`src/rtl/uoe_csr_init_master.sv`:
```
// Avalon-MM initiator that programs the UOE CSR block at power-up or on request.
// Optional readback verify of each config write: define UOE_CSR_INIT_READBACK_EN.
module uoe_csr_init_master #(
   parameter int ADDR_W      = 13,
   parameter int DATA_W      = 64,
   parameter int CFG_WADDR0  = 'h10,
   parameter int RST_WADDR   = 'h19,
   parameter int TIMEOUT_CYC = 256
) (
   input  logic              clk,
   input  logic              reset_n,
   input  logic              start,
   input  logic [47:0]       cfg_fpga_mac,
   input  logic [31:0]       cfg_fpga_ip,
   input  logic [15:0]       cfg_fpga_udp_port,
   input  logic [31:0]       cfg_fpga_netmask,
   input  logic [47:0]       cfg_host_mac,
   input  logic [31:0]       cfg_host_ip,
   input  logic [15:0]       cfg_host_udp_port,
   input  logic [15:0]       cfg_payload_per_pkt,
   input  logic [15:0]       cfg_checksum_ip,
   output logic [ADDR_W-1:0] avm_address,
   output logic              avm_write,
   output logic [DATA_W-1:0] avm_writedata,
   output logic              avm_read,
   input  logic [DATA_W-1:0] avm_readdata,
   input  logic              avm_readdatavalid,
   input  logic              avm_waitrequest,
   output logic              busy,
   output logic              done,
   output logic              error,
   output logic [3:0]        err_step
);

`ifdef UOE_CSR_INIT_READBACK_EN
   localparam bit RB_EN = 1'b1;
`else
   localparam bit RB_EN = 1'b0;
`endif

   localparam int TMO_W = $clog2(TIMEOUT_CYC + 1);
   localparam logic [TMO_W-1:0] TMO_LAST = TMO_W'(TIMEOUT_CYC - 1);
   localparam logic [3:0] STEP_ARST = 4'hF;
   localparam logic [3:0] STEP_REL  = 4'd9;

   typedef enum logic [2:0] {
      S_IDLE, S_LOAD, S_CMD, S_RD_WAIT, S_FIN, S_DONE, S_ERR
   } state_t;

   state_t            state;
   logic [DATA_W-1:0] cfg_q [9];
   logic [3:0]        step;
   logic [3:0]        nstep;
   logic [TMO_W-1:0]  tmo;
   logic              rd_q;
   logic [ADDR_W-1:0] nxt_addr;
   logic [DATA_W-1:0] nxt_data;
   logic [DATA_W-1:0] cur_cfg;
   logic              fail;

   // Steps 15 and 9 both target the reset-control register.
   function automatic logic [ADDR_W-1:0] byte_addr(input logic [3:0] s);
      int w;
      w = (s == STEP_ARST || s == STEP_REL) ? RST_WADDR
                                            : CFG_WADDR0 + int'(s);
      return ADDR_W'(w << 3);
   endfunction

   always_comb begin
      nstep    = (step == STEP_ARST) ? 4'd0 : step + 4'd1;
      nxt_addr = byte_addr(nstep);
      nxt_data = (nstep < 4'd9) ? cfg_q[nstep] : '0;
      cur_cfg  = (step < 4'd9) ? cfg_q[step] : '0;
      fail     = 1'b0;
      if (state == S_CMD)
         fail = avm_waitrequest && (tmo == TMO_LAST);
      else if (state == S_RD_WAIT)
         fail = avm_readdatavalid ? (avm_readdata != cur_cfg)
                                  : (tmo == TMO_LAST);
   end

   always_ff @(posedge clk) begin
      if (!reset_n) begin
         state         <= S_IDLE;
         avm_address   <= '0;
         avm_write     <= 1'b0;
         avm_writedata <= '0;
         rd_q          <= 1'b0;
         busy          <= 1'b0;
         done          <= 1'b0;
         error         <= 1'b0;
         err_step      <= '0;
         step          <= '0;
         tmo           <= '0;
      end else if (fail) begin
         state     <= S_ERR;
         avm_write <= 1'b0;
         rd_q      <= 1'b0;
         busy      <= 1'b0;
         error     <= 1'b1;
         err_step  <= step;
      end else begin
         case (state)
            S_IDLE, S_DONE, S_ERR: begin
               if (start) begin
                  cfg_q[0] <= DATA_W'(cfg_fpga_mac);
                  cfg_q[1] <= DATA_W'(cfg_fpga_ip);
                  cfg_q[2] <= DATA_W'(cfg_fpga_udp_port);
                  cfg_q[3] <= DATA_W'(cfg_fpga_netmask);
                  cfg_q[4] <= DATA_W'(cfg_host_mac);
                  cfg_q[5] <= DATA_W'(cfg_host_ip);
                  cfg_q[6] <= DATA_W'(cfg_host_udp_port);
                  cfg_q[7] <= DATA_W'(cfg_payload_per_pkt);
                  cfg_q[8] <= DATA_W'(cfg_checksum_ip);
                  done     <= 1'b0;
                  error    <= 1'b0;
                  err_step <= '0;
                  busy     <= 1'b1;
                  step     <= STEP_ARST;
                  state    <= S_LOAD;
               end
            end
            S_LOAD: begin
               avm_write     <= 1'b1;
               avm_address   <= byte_addr(STEP_ARST);
               avm_writedata <= DATA_W'(64'h6);
               tmo           <= '0;
               state         <= S_CMD;
            end
            S_CMD: begin
               if (!avm_waitrequest) begin
                  tmo <= '0;
                  if (rd_q) begin
                     rd_q  <= 1'b0;
                     state <= S_RD_WAIT;
                  end else if (step == STEP_REL) begin
                     avm_write <= 1'b0;
                     state     <= S_FIN;
                  end else if (RB_EN && step != STEP_ARST) begin
                     avm_write <= 1'b0;
                     rd_q      <= 1'b1;
                  end else begin
                     step          <= nstep;
                     avm_address   <= nxt_addr;
                     avm_writedata <= nxt_data;
                  end
               end else begin
                  tmo <= tmo + 1'b1;
               end
            end
            S_RD_WAIT: begin
               if (avm_readdatavalid) begin
                  avm_write     <= 1'b1;
                  step          <= nstep;
                  avm_address   <= nxt_addr;
                  avm_writedata <= nxt_data;
                  tmo           <= '0;
                  state         <= S_CMD;
               end else begin
                  tmo <= tmo + 1'b1;
               end
            end
            S_FIN: begin
               busy  <= 1'b0;
               done  <= 1'b1;
               state <= S_DONE;
            end
            default: state <= S_IDLE;
         endcase
      end
   end

`ifdef UOE_CSR_INIT_READBACK_EN
   assign avm_read = rd_q;
`else
   assign avm_read = 1'b0;
   logic unused_rb;
   assign unused_rb = ^{rd_q, avm_readdata, avm_readdatavalid};
`endif

endmodule

```
`config.mk`:
```
export PLATFORM = sky130hd
export DESIGN_NAME = uoe_csr_init_master
export DESIGN_NICKNAME = d
export VERILOG_FILES = /design/src/rtl/uoe_csr_init_master.sv
export SDC_FILE = /design/constraint.sdc
export NUM_CORES = 1
export LEC_CHECK = 0
export CORE_MARGIN = 2
export CORE_UTILIZATION = 50
export CTS_BUF_LIST = sky130_fd_sc_hd__clkbuf_4 sky130_fd_sc_hd__clkbuf_8
export CTS_CLUSTER_SIZE = 16
export DETAILED_ROUTE_END_ITERATION = 12
export DONT_BUFFER_PORTS = 1
export PLACE_DENSITY = 0.71
export SLEW_MARGIN = 20
export SYNTH_ARGS = -nofsm -noshare
export SYNTH_HDL_FRONTEND = slang
export SYNTH_SLANG_ARGS = --single-unit
export TNS_END_PERCENT = 20
```
`constraint.sdc`:
```
create_clock -name clk -period 29.3 [get_ports clk]
set_input_delay 4.395 -clock clk [delete_from_list [all_inputs] [get_ports clk]]
set_output_delay 4.395 -clock clk [all_outputs]
set_load 0.02 [all_outputs]
```
==> impl_metrics.env, run 1 <==
export IMPL_period_needed_ps=7200
export IMPL_min_path_type="reg -> reg"
export IMPL_place_area_um2=17200
export IMPL_place_congestion=0.914
export IMPL_cts_hold_buf=0
export IMPL_maxSlewHeadroom=0.268
export IMPL_synth_top_area_cell="edfxtp_1"
export IMPL_p_leak_nw=6.47
export IMPL_cp_top_family="simple AND/OR/NAND/NOR gates"
export IMPL_fill_cells=2764
export IMPL_first_pass_iters=5
export IMPL_syn_area_per_cell_um2=12.2
export IMPL_required_ps=29830
export IMPL_ys_ff_latch=337
export IMPL_cp_end_kind="flop"
export IMPL_clock_sinks=337
export IMPL_io_pins=411
export IMPL_ys_top_cells_by_count="256 x edfxtp_1, 162 x nand2_1, 156 x mux2i_1"
export IMPL_hpwl_um=36600
export IMPL_die_w_um=188
export IMPL_slowest_delay_ps=690
export IMPL_post_cts_buffers=0
export IMPL_globalRouteOverflowTotal=0
export IMPL_fin_crit_sh=0.246
export IMPL_ys_flop_type="edfxtp_1"
export IMPL_cts_made_buffers=56
export IMPL_arrival_ps=7740
export IMPL_netSwitchingFraction=0.349
export IMPL_cts_resized=0
export IMPL_drt_total_wl_um=51800
export IMPL_synth_edf_count=256
export IMPL_rsz0062_at_grt="false"
export IMPL_finalNetCount=1709
export IMPL_syn_inst=1391
export IMPL_drv_slew=0
export IMPL_start_util=0.506
export IMPL_fmax_ghz=0.139
export IMPL_dieArea_um2=35400
export IMPL_status="finished clean"
export IMPL_numPortBuffers=0
export IMPL_syn_area_um2=16900
export IMPL_cap_violations=0
export IMPL_wl_per_cell_um=27.4
export IMPL_drc=0
export IMPL_combPwrFrac=0.292
export IMPL_finalSetupTns_ps=0
export IMPL_dp_slack_ps=21510
export IMPL_antenna_left=0
export IMPL_synth_area_leaders="edfxtp_1 45%, dfxtp_1 9.6%, mux2i_1 9.2%, mux4_2 6.0%, nand2_1 3.6%"
export IMPL_async_reset_ff_frac=0
export IMPL_grt_first_pass_wirelength_um=75100
export IMPL_whs_ps=469
export IMPL_yosysUniqueCellTypes=87
export IMPL_peakVddDrop_v=0.0000524
export IMPL_drt_iter0_drc=1069
export IMPL_p_clk_frac=0.307
export IMPL_clockBufferDepth=3
export IMPL_drive_above_1_share=0.154
export IMPL_cp_start_kind="input pin"
export IMPL_grt_usage=0.286
export IMPL_final_setup_skew_ps=37.4
export IMPL_p_sw_w=0.000527
export IMPL_synth_seq_area_share=0.550
export IMPL_syn2layout_area_growth_pct=9.15
export IMPL_hold_viol=0
export IMPL_core_um2=33400
export IMPL_ys_warnings_count=0
export IMPL_cts_tree="done"
export IMPL_clock_latency_ps=670
export IMPL_seqPwrFrac=0.402
export IMPL_finalWorstSetupSlack_ps=22100
export IMPL_fp_row_count=67
export IMPL_intPower_w=0.000986
export IMPL_viasPerCell=6.42
export IMPL_synth_most_common_cell="edfxtp_1"
export IMPL_path_class="in -> reg"
export IMPL_cts_clk_slew_worst_paths_ps=60
export IMPL_finalSetupViolCount=0
export IMPL_design_area_um2=18500
export IMPL_cp_max_fo=7
export IMPL_grt_pass1_vias=11900
export IMPL_grt_max_degree=88
export IMPL_power_density_nw_per_um2=81.8
export IMPL_synth_top_area_frac=0.454
export IMPL_crit_chain="nor4_1 -> nand4_1 -> or4b_1 -> or4b_1 -> nor4_1 -> nand4_1 -> nor4_2 -> o21ai_0 -> a211oi_1"
export IMPL_multi_input_comb_area_um2=7020
export IMPL_crit_buf_inv=0
export IMPL_crit_slowest_cell="nor4_2"
export IMPL_antenna_found_initial=19
export IMPL_worstMarginPinSlew_ps=1100
export IMPL_htree_num_levels=2
export IMPL_cts_root_buf="clkbuf_8"
export IMPL_die_y_um=188
export IMPL_vias=12100
export IMPL_seq_area_um2=9320
[tightest hold or removal path, stage by stage (launching register included)]
cell and delay (ps):
dfxtp_1 310, nand2_1 50, mux2i_1 60
[cell type report]
cell class | instances | share of cell area
Multi-Input combinational cell | 927 | 0.380
Clock inverter | 30 | 0.0158
Inverter | 35 | 0.00711
Timing Repair Buffer | 20 | 0.00812
Tap cell | 448 | 0.0303
Antenna cell | 20 | 0.00271
Clock buffer | 74 | 0.0521
Sequential cell | 337 | 0.504
[kinds of logic (layout without fill, tap and decap cells)]
| group | count (synthesis) | after routing | synth area share |
|---|---|---|---|
| fa+ha+maj | 8 | 8 | 0.00576 |
| flops | 337 | 337 | 0.550 |
| simple gates | 354 | 354 | 0.102 |
| xor+xnor | 13 | 13 | 0.00672 |
| buf+inv | 151 | 159 | 0.0451 |
| compound gates | 295 | 295 | 0.118 |
| mux | 232 | 232 | 0.173 |
| other cells | 1 | 45 | 0.000221 |
[per-layer routing]
| layer | vias to the layer above | global-route usage | routed length [um] |
|---|---|---|---|
| met5 | - | 0 | 18 |
| met2 | 720 | 0.461 | 24700 |
| met4 | 4 | 0.139 | 2360 |
| met3 | 139 | 0.0829 | 4830 |
| met1 | 5959 | 0.355 | 19900 |
| li1 | 5317 | - | - |
[worst paths after layout]
path                                     startpoint             endpoint  slack (ps)  cells after the start
worst max-delay path               avm_readdata[51]                 flop       22100                      9
worst min-delay path            tmo[8]$_SDFFE_PN0P_  tmo[8]$_SDFFE_PN0P_         470                      2
worst max register to register                 flop                 flop       24190                     10
worst min register to register  tmo[8]$_SDFFE_PN0P_  tmo[8]$_SDFFE_PN0P_         470                      2
[layout by cell type, fill, tap and decap left out, drive strengths merged, types with 6 or more instances in the layout]
master / count
edfxtp: 256
nand2: 162
mux2i: 156
dfxtp: 81
clkbuf: 74
o21ai: 72
a21oi: 46
mux4: 45
nand3: 44
nor2: 37
inv: 35
mux2: 31
o22ai: 29
o211ai: 28
conb: 25
clkinv: 21
diode: 20
buf: 20
nor3: 19
a21o: 17
nor4: 13
nand2b: 12
a221oi: 12
xor2: 10
nor2b: 9
a22oi: 9
a2111oi: 9
and3: 7
o32ai: 7
nand4: 7
a31oi: 7
ha: 7
or3: 6
a211oi: 6
[state kept, by name, summed over array words and instances (netlist names), named ones only]
register	cells
avm_writedata	48
state	3
cfg_q	256
err_step	4
error	1
busy	1
avm_address	5
step	4
done	1
tmo	9
avm_write	1
[power groups by stage]
| stage | sequential (W) | clock (W) | combinational [W] |
|---|---|---|---|
| 6_report | 0.000607 | 0.000464 | 0.000442 |
| 5_1_grt | 0.000612 | 0.000488 | 0.000470 |
| 4_1_cts | 0.000607 | 0.000468 | 0.000438 |
| 3_5_place_dp | 0.000617 | 0 | 0.000436 |
| 3_3_place_gp | 0.000615 | 0 | 0.000433 |
| 2_1_floorplan | 0.000600 | 0 | 0.000339 |
[through the flow]
step | power, W | cells | utilization
floorplan | 0.000939 | 1415 | -
global placement | 0.00105 | 1767 | 0.514
detailed placement | 0.00105 | 1767 | 0.514
CTS | 0.00151 | 1871 | 0.551
global route | 0.00157 | 1889 | 0.553
finish | 0.00151 | 1891 | 0.553
No activity file was read; power rests on OpenSTA's default activity.
==> run 2: changes to the inputs <==
==> constraint.sdc (replaced) <==
create_clock -name clk -period 6.7 [get_ports clk]
set_input_delay 1.005 -clock clk [delete_from_list [all_inputs] [get_ports clk]]
set_output_delay 1.005 -clock clk [all_outputs]
set_load 0.02 [all_outputs]
==> run 2 against run 1 <==
  * Sequential power rose to 4.5 times the previous value
  * Cell count decreased by 0.53%
  * Die area is the same
  * Largest cell class unchanged
==> impl_metrics.env, run 2 (synthesis results as in run 1) <==
export IMPL_antenna_left=0
export IMPL_crit_buf_inv=3
export IMPL_die_y_um=188
export IMPL_drive_above_1_share=0.153
export IMPL_htree_num_levels=2
export IMPL_netSwitchingFraction=0.343
export IMPL_path_class="reg -> reg"
export IMPL_reg2reg_to="avm_address[3]$_SDFFE_PN0P_"
export IMPL_crit_cells=11
export IMPL_largest_register="cfg_q"
export IMPL_viasPerCell=6.37
export IMPL_min_path_type="in -> reg"
export IMPL_clockBufferDepth=3
export IMPL_cts_root_buf="clkbuf_8"
export IMPL_final_common_cell="edfxtp_1"
export IMPL_final_cell_mix="256 x edfxtp_1, 162 x nand2_1, 156 x mux2i_1"
export IMPL_fp_row_count=67
export IMPL_post_cts_buffers=0
export IMPL_cts_made_buffers=55
export IMPL_wl_per_cell_um=27.4
export IMPL_clock_latency_ps=640
export IMPL_vias=12000
export IMPL_finalSetupTns_ps=0
export IMPL_maxSlewHeadroom=0.255
export IMPL_power_density_nw_per_um2=351
export IMPL_io_pins=411
export IMPL_first_pass_iters=5
export IMPL_grt_max_degree=182
export IMPL_syn2layout_area_growth_pct=8.85
export IMPL_globalRouteOverflowTotal=0
export IMPL_start_util=0.506
export IMPL_rsz0062_at_grt="false"
export IMPL_intPower_w=0.00426
export IMPL_cts_tree="done"
export IMPL_status="finished clean"
export IMPL_drt_total_wl_um=51500
export IMPL_drv_slew=0
export IMPL_hold_viol=0
export IMPL_numPortBuffers=0
export IMPL_hpwl_um=36800
export IMPL_clock_sinks=337
export IMPL_worstMarginPinSlew_ps=1120
export IMPL_reg2reg_depth=11
export IMPL_drc=0
export IMPL_arrival_ps=5920
export IMPL_crit_chain="clkinv_1 -> mux2i_1 -> o211a_1 -> a2111oi_0 -> and4_1 -> nand4_1 -> nor4_2 -> o21ai_4 -> buf_16 -> buf_4 -> a221oi_1"
export IMPL_finalSetupViolCount=0
export IMPL_p_leak_nw=6.44
export IMPL_cp_max_fo=64
export IMPL_cts_resized=0
export IMPL_die_w_um=188
export IMPL_cts_hold_buf=0
export IMPL_place_area_um2=17200
export IMPL_seqPwrFrac=0.418
export IMPL_place_congestion=0.993
export IMPL_crit_end="avm_address[3]$_SDFFE_PN0P_"
export IMPL_largest_register_ffs=256
export IMPL_rrSetupSlack_ps=1320
export IMPL_p_clk_frac=0.296
export IMPL_antenna_found_initial=15
export IMPL_combPwrFrac=0.286
export IMPL_finalNetCount=1704
export IMPL_cp_start_kind="flop"
export IMPL_slowest_delay_ps=960
export IMPL_peakVddDrop_v=0.000214
export IMPL_grt_pass1_vias=11800
export IMPL_grt_usage=0.285
export IMPL_dieArea_um2=35400
export IMPL_p_sw_w=0.00222
export IMPL_fin_crit_sh=0.803
export IMPL_largest_registers="cfg_q: 256 flops, avm_writedata: 48 flops, tmo: 9 flops"
export IMPL_cp_top_family="compound AO/OA/AOI/OAI gates"
export IMPL_drt_iter0_drc=1168
export IMPL_cts_clk_slew_worst_paths_ps=70
export IMPL_crit_slowest_cell="dfxtp_4"
export IMPL_period_needed_ps=5380
export IMPL_fmax_ghz=0.186
export IMPL_final_setup_skew_ps=25.1
export IMPL_grt_first_pass_wirelength_um=75000
export IMPL_design_area_um2=18400
export IMPL_cap_violations=0
export IMPL_cp_end_kind="flop"
export IMPL_required_ps=7230
export IMPL_core_um2=33400
## run 2: how the worst min path moves through the flow
stage | from | endpoint | slack (ps) | cells past startpoint
6_report | cfg_fpga_mac[14] | cfg_q[0][14]$_DFFE_PP_ | 460 | 0
5_1_grt | cfg_payload_per_pkt[12] | cfg_q[7][12]$_DFFE_PP_ | 430 | 0
4_1_cts | cfg_host_ip[13] | cfg_q[5][13]$_DFFE_PP_ | 420 | 0
3_5_place_dp | tmo[8]$_SDFFE_PN0P_ | tmo[8]$_SDFFE_PN0P_ | 470 | 2
3_3_place_gp | tmo[8]$_SDFFE_PN0P_ | tmo[8]$_SDFFE_PN0P_ | 440 | 2
2_1_floorplan | tmo[8]$_SDFFE_PN0P_ | tmo[8]$_SDFFE_PN0P_ | 440 | 2
## run 2: worst reg2reg max path: stages, from the launching register on
cell and delay, ps:
dfxtp_4 960, clkinv_1 780, mux2i_1 370, o211a_1 200, a2111oi_0 600, and4_1 330, nand4_1 130, nor4_2 690
o21ai_4 320, buf_16 260, buf_4 310, a221oi_1 340
## run 2: layout make-up
class                           count  area (um2)
Clock inverter                     19         158
Fill cell                        2753       15000
Timing Repair Buffer               16         165
Inverter                           35         131
Tap cell                          448         561
Clock buffer                       84        1040
Multi-Input combinational cell    927        7020
Antenna cell                       15        37.5
Sequential cell                   337        9320
## run 2: routing by layer
layer  GRT usage  wire [um]  part of all wire  vias up
met4       0.140       2310             0.045        0
met5           0          0                 0        -
met3      0.0805       4560             0.088      125
met1       0.348      19800              0.38     5925
met2       0.467      24900              0.48      636
li1            -          -                 -     5301
## run 2: power by group through the flow
stage	clock (W)	combinational, W	sequential [W]
floorplan	0	0.00148	0.00258
global placement	0	0.00179	0.00274
detailed placement	0	0.00182	0.00275
CTS	0.00194	0.00182	0.00270
global route	0.00203	0.00197	0.00273
finish	0.00192	0.00185	0.00271
## run 2: through the flow
stage / cells / hold slack [ps] / setup slack (ps) / power, W / util
CTS: 1866 / 417 / 1340 / 0.00647 / 0.550
global placement: 1762 / 444 / 1420 / 0.00452 / 0.513
global route: 1880 / 432 / 1100 / 0.00673 / 0.551
finish: 1881 / 456 / 1320 / 0.00647 / 0.551
floorplan: 1415 / 438 / 743 / 0.00407 / -
detailed placement: 1763 / 467 / 1350 / 0.00456 / 0.514
